## src/rtl/bsg_activation_rr_sched.sv

```systemverilog
// Round-robin scheduler sharing one bsg_activation unit (single op in flight) among
// num_req_p requesters; the result is returned only to the requester that owns the op.
module bsg_activation_rr_sched #(
  parameter int unsigned num_req_p   = 4,
  parameter int unsigned ang_width_p = 21,
  parameter int unsigned ans_width_p = 32
) (
  input  logic                             clk_i,
  input  logic                             reset_i,
  input  logic [num_req_p-1:0]             req_v_i,
  input  logic [num_req_p*ang_width_p-1:0] req_ang_i,
  input  logic [num_req_p-1:0]             req_tanh_sel_i,
  output logic [num_req_p-1:0]             req_ready_o,
  output logic [num_req_p-1:0]             resp_v_o,
  output logic [ans_width_p-1:0]           resp_data_o,
  input  logic [num_req_p-1:0]             resp_yumi_i,
  output logic                             act_v_o,
  input  logic                             act_ready_i,
  output logic [ang_width_p-1:0]           act_ang_o,
  output logic                             act_tanh_sel_o,
  input  logic                             act_v_i,
  input  logic [ans_width_p-1:0]           act_data_i,
  output logic                             act_yumi_o,
  output logic                             busy_o
);

  localparam int unsigned lg_req_lp = $clog2(num_req_p);

  typedef enum logic [1:0] {IDLE, ISSUE, WAIT, RESP} state_e;

  state_e                 state_r;
  logic [lg_req_lp-1:0]   last_grant_r;
  logic [lg_req_lp-1:0]   owner_r;
  logic [ang_width_p-1:0] ang_r;
  logic                   tanh_r;

  logic [lg_req_lp-1:0]   winner;
  logic                   found;
  logic                   owner_yumi;
  int unsigned            idx;
  logic [ang_width_p-1:0] lane_ang [num_req_p];

  // Unpack the flat angle bus into per-lane words
  always_comb begin
    for (int k = 0; k < num_req_p; k++) begin
      lane_ang[k] = req_ang_i[k*ang_width_p +: ang_width_p];
    end
  end

  // Round-robin search starting one past the last grant, wrapping around
  always_comb begin
    winner = '0;
    found  = 1'b0;
    idx    = 0;
    for (int unsigned i = 1; i <= num_req_p; i++) begin
      idx = (32'(last_grant_r) + i) % num_req_p;
      if (!found && req_v_i[lg_req_lp'(idx)]) begin
        found  = 1'b1;
        winner = lg_req_lp'(idx);
      end
    end
  end

  assign owner_yumi = resp_yumi_i[owner_r];

  // Grant is combinational so the winner transfers in the same IDLE cycle
  always_comb begin
    req_ready_o = '0;
    resp_v_o    = '0;
    if ((state_r == IDLE) && !reset_i && found) begin
      req_ready_o[winner] = 1'b1;
    end
    if (state_r == RESP) begin
      resp_v_o[owner_r] = 1'b1;
    end
  end

  assign resp_data_o    = (state_r == RESP) ? act_data_i : '0;
  assign act_v_o        = (state_r == ISSUE);
  assign act_yumi_o     = (state_r == RESP) && owner_yumi;
  assign act_ang_o      = ang_r;
  assign act_tanh_sel_o = tanh_r;
  assign busy_o         = (state_r != IDLE);

  // Operand and owner are frozen at accept; later requester changes are ignored
  always_ff @(posedge clk_i or posedge reset_i) begin
    if (reset_i) begin
      state_r      <= IDLE;
      last_grant_r <= lg_req_lp'(num_req_p - 1);
      owner_r      <= '0;
      ang_r        <= '0;
      tanh_r       <= 1'b0;
    end else begin
      case (state_r)
        IDLE: begin
          if (found) begin
            owner_r      <= winner;
            last_grant_r <= winner;
            ang_r        <= lane_ang[winner];
            tanh_r       <= req_tanh_sel_i[winner];
            state_r      <= ISSUE;
          end
        end
        ISSUE: if (act_ready_i) state_r <= WAIT;
        WAIT:  if (act_v_i)     state_r <= RESP;
        RESP:  if (owner_yumi)  state_r <= IDLE;
        default: state_r <= IDLE;
      endcase
    end
  end

endmodule

```

## config.mk

```make
export PLATFORM = sky130hd
export DESIGN_NAME = bsg_activation_rr_sched
export DESIGN_NICKNAME = d
export VERILOG_FILES = /design/src/rtl/bsg_activation_rr_sched.sv
export SDC_FILE = /design/constraint.sdc
export NUM_CORES = 1
export LEC_CHECK = 0
export BUFFER_PORTS_ARGS = -buffer_cell sky130_fd_sc_hd__buf_2
export CAP_MARGIN = 0
export CORE_MARGIN = 5
export CORE_UTILIZATION = 30
export CTS_CLUSTER_DIAMETER = 80
export DETAILED_ROUTE_END_ITERATION = 16
export REMOVE_ABC_BUFFERS = 1
export SKIP_CTS_REPAIR_TIMING = 1
export SLEW_MARGIN = 25
export SYNTH_ARGS = -nofsm -noshare
export SYNTH_HDL_FRONTEND = slang
export SYNTH_SLANG_ARGS = --single-unit
```

## constraint.sdc

```tcl
create_clock -name clk_i -period 2.65 [get_ports clk_i]
set_clock_uncertainty 0.2 [all_clocks]
set_input_delay 0.1325 -clock clk_i [delete_from_list [all_inputs] [get_ports clk_i]]
set_output_delay 0.1325 -clock clk_i [all_outputs]
set_load 0.01 [all_outputs]
```

==> impl_metrics.yaml <==
global_route:
  grt_use_met2_pct: 30.7
  antenna_found_initial: 0
  met1_usage_pct: 18.2
  grt.overflow.total: 0
  grt_pass1_vias: 2862
  grt_pass1_wl_um: 13300
  grt_max_degree: 39
  grt.busiest_layer: "met2"
  grt_usage_pct: 16.2
  use_met3_pct: 4.14
pwr:
  pwr-share-comb_pct: 65.3
  p_leak_nw: 2.10
  ir_worst_vdd_mv: 0.290
  p_int_w: 0.00184
  power_density_mw_per_mm2: 847
  p_clk_share_pct: 10.4
  switching_share_pct: 45.1
  seqPwrFrac_pct: 24.3
  p_switching_w: 0.00151
logic_synthesis:
  yosysWarningCount: 0
  postSynthCellCount: 299
  synth_top_cells_by_area: "dfrtp_1, and2_1, mux2i_1, o21ai_0, nand2b_1"
  netlist_area_sq_mm: 0.00238
  synth_edf_count: 0
  ys.flop_type: "dfrtp_1"
  synth.most_common_cell: "and2_1"
  synth.top_cells.by_count: "and2_1, o21ai_0, dfrtp_1, mux2i_1, inv_1"
  synth_cell_type_count: 41
  ys_async_sr_fraction_pct: 100
  syn_avg_cell_area_sq_um: 7.96
  synth_top_area_share_pct: 27.3
  synth_top_area_cell: "dfrtp_1"
  synth-seq-area-share_pct: 29.5
  synth-seq-cells: 28
timing:
  max_slew_margin_pct: 71.6
  grt_setup_unrepaired: "no"
  hold_violations: 11
  period_share_pct: 91.5
  finalSetupViolations: 0
  max_freq_mhz: 412
  worst_slew_pin_slew_ns: 0.425
  slew_violations: 0
  hold_ws_ns: -0.0629
  period_minus_slack_ns: 2.43
cts:
  clkSinkCount: 28
  cts-root-buf: "clkbuf_8"
  clkLatencyLatePin_ns: 0.28
  cts_made_buffers: 3
  path_clk_slew_ns: 0.11
  cts_tree: "done"
  htree_num_levels: 1
  ctsLongestPathBuffers: 2
outcome:
  outcome: "finished, violations left"
  violations: "negative hold slack"
floorplanning:
  die_w_um: 99.1
  rows: 32
  coreArea_sq_mm: 0.00773
  io_pins: 197
  start_util_pct: 30.8
  die_area_sq_mm: 0.00982
  die_h_um: 99.1
detailed_routing:
  first_pass_iters: 4
  drtIter0Drc: 118
  detail-route-antenna-nets: 0
  vias: 3095
  routedWlPerCell_um: 14.6
  finalWirelength_um: 9240
  route.detailed.drc: 0
  viasPerCell: 4.89
finish:
  n_fill_cell: 792
  nets: 669
  drive_gt1_share_pct: 41.4
  finalCoreUtilization_pct: 51.2
  n_antenna_cell: 0
  area_growth_pct: 66.1
place:
  port_buffers: 196
  gp_congestion: 0.818
  place_hpwl_um: 6860
worst_setup_path:
  critPathMaxFanout: 15
  path_buf_inv: 1
  cp-end-kind: "flop"
  cp_slowest_cell: "dfstp_2"
  crit_chain: "a21oi_1 > o211a_1 > a221oi_1 > dlygate4sd3_1 > o22ai_1"
  cp.arrival_ns: 2.39
  max_stage_delay_ns: 0.70
  path_class: "flop to flop"
  crit_family: "compound AO/OA/AOI/OAI gates"
  cp.required_ns: 2.61
  crit_path_start_kind: "flop"
worst_hold_path:
  hold_class: "input pin to flop"
flow_run:
  cap_violations: 0
## through the flow
stage	cell area (sq um)	TNS (ns)	power, W	setup slack [ns]	instances
global route	3950	0	0.00367	0.0993	633
finish	3950	0	0.00335	0.225	633
CTS	3550	0	0.00334	0.326	593
global placement	3480	0	0.00292	0.560	589
floorplan	2290	-0.0312	0.00214	-0.00779	280
detailed placement	3480	0	0.00299	0.426	589
## path summary, 6_finish.rpt
path                                    to  cells past startpoint             from  slack (ns)
max                          act_ang_o[10]                      5  last_grant_r[1]        0.22
min                          act_ang_o[12]                      3    req_ang_i[54]       -0.06
max reg2reg                  act_ang_o[10]                      5  last_grant_r[1]        0.22
min reg2reg                last_grant_r[0]                      2  last_grant_r[0]        0.37
max in group asynchronous  last_grant_r[1]                      4          reset_i        1.77
min in group asynchronous       state_r[1]                      4          reset_i        0.23
## worst min-delay path, cell delays in order
cell and delay (ns):
buf_2 0.08, mux2i_1 0.06, o21ai_1 0.12
## registers in the layout (all words and copies together) (netlist names)
register,count
act_ang_o,21
act_tanh_sel_o,1
last_grant_r,2
owner_r,2
state_r,2
## placed cells by master (no fill, tap or decap), drive strengths merged, types with 2 or more instances in the layout
cell         instances
nand2               18
a221oi              10
and2                46
clkbuf               3
nor2b                2
inv                 22
buf                207
and3                 4
mux2i               23
o21ai               54
nor2                16
dlygate4sd3         40
nand2b              15
dfrtp               26
o22ai               11
a21oi                6
ha                   5
dfstp                2
## routing by layer
| metal | vias up | share of wire [%] | wire length (um) |
|---|---|---|---|
| li1 | 1500 | - | - |
| met2 | 153 | 53 | 4890 |
| met4 | 0 | 1.2 | 110 |
| met3 | 12 | 9.0 | 833 |
| met1 | 1430 | 37 | 3410 |
| met5 | - | 0 | 0 |
## cell type report
class                   instances  area [sq um]  area share, %
multi-input cells             230          1510           38.1
repair buffers                247          1460           37.0
well taps                     102           128           3.23
clock buffers                   3          41.3           1.04
flip-flops and latches         28           703           17.8
inverters                      22          82.6           2.09
clock inverters                 1          30.0          0.759
## power by group through the flow
stage / sequential (W) / combinational, W / clock, W
3_3_place_gp: 0.000814 / 0.00211 / 0
3_5_place_dp: 0.000819 / 0.00217 / 0
6_report: 0.000813 / 0.00219 / 0.000348
2_1_floorplan: 0.000866 / 0.00127 / 0
4_1_cts: 0.000815 / 0.00217 / 0.000357
5_1_grt: 0.000854 / 0.00244 / 0.000373
## cells by family after synthesis
family / share of synthesized area (%)
compound gates: 24.8
fa+ha+maj: 2.63
buf+inv: 7.41
flops: 29.5
mux: 11.1
simple gates: 24.5
Power figures use the tool's default switching activity.
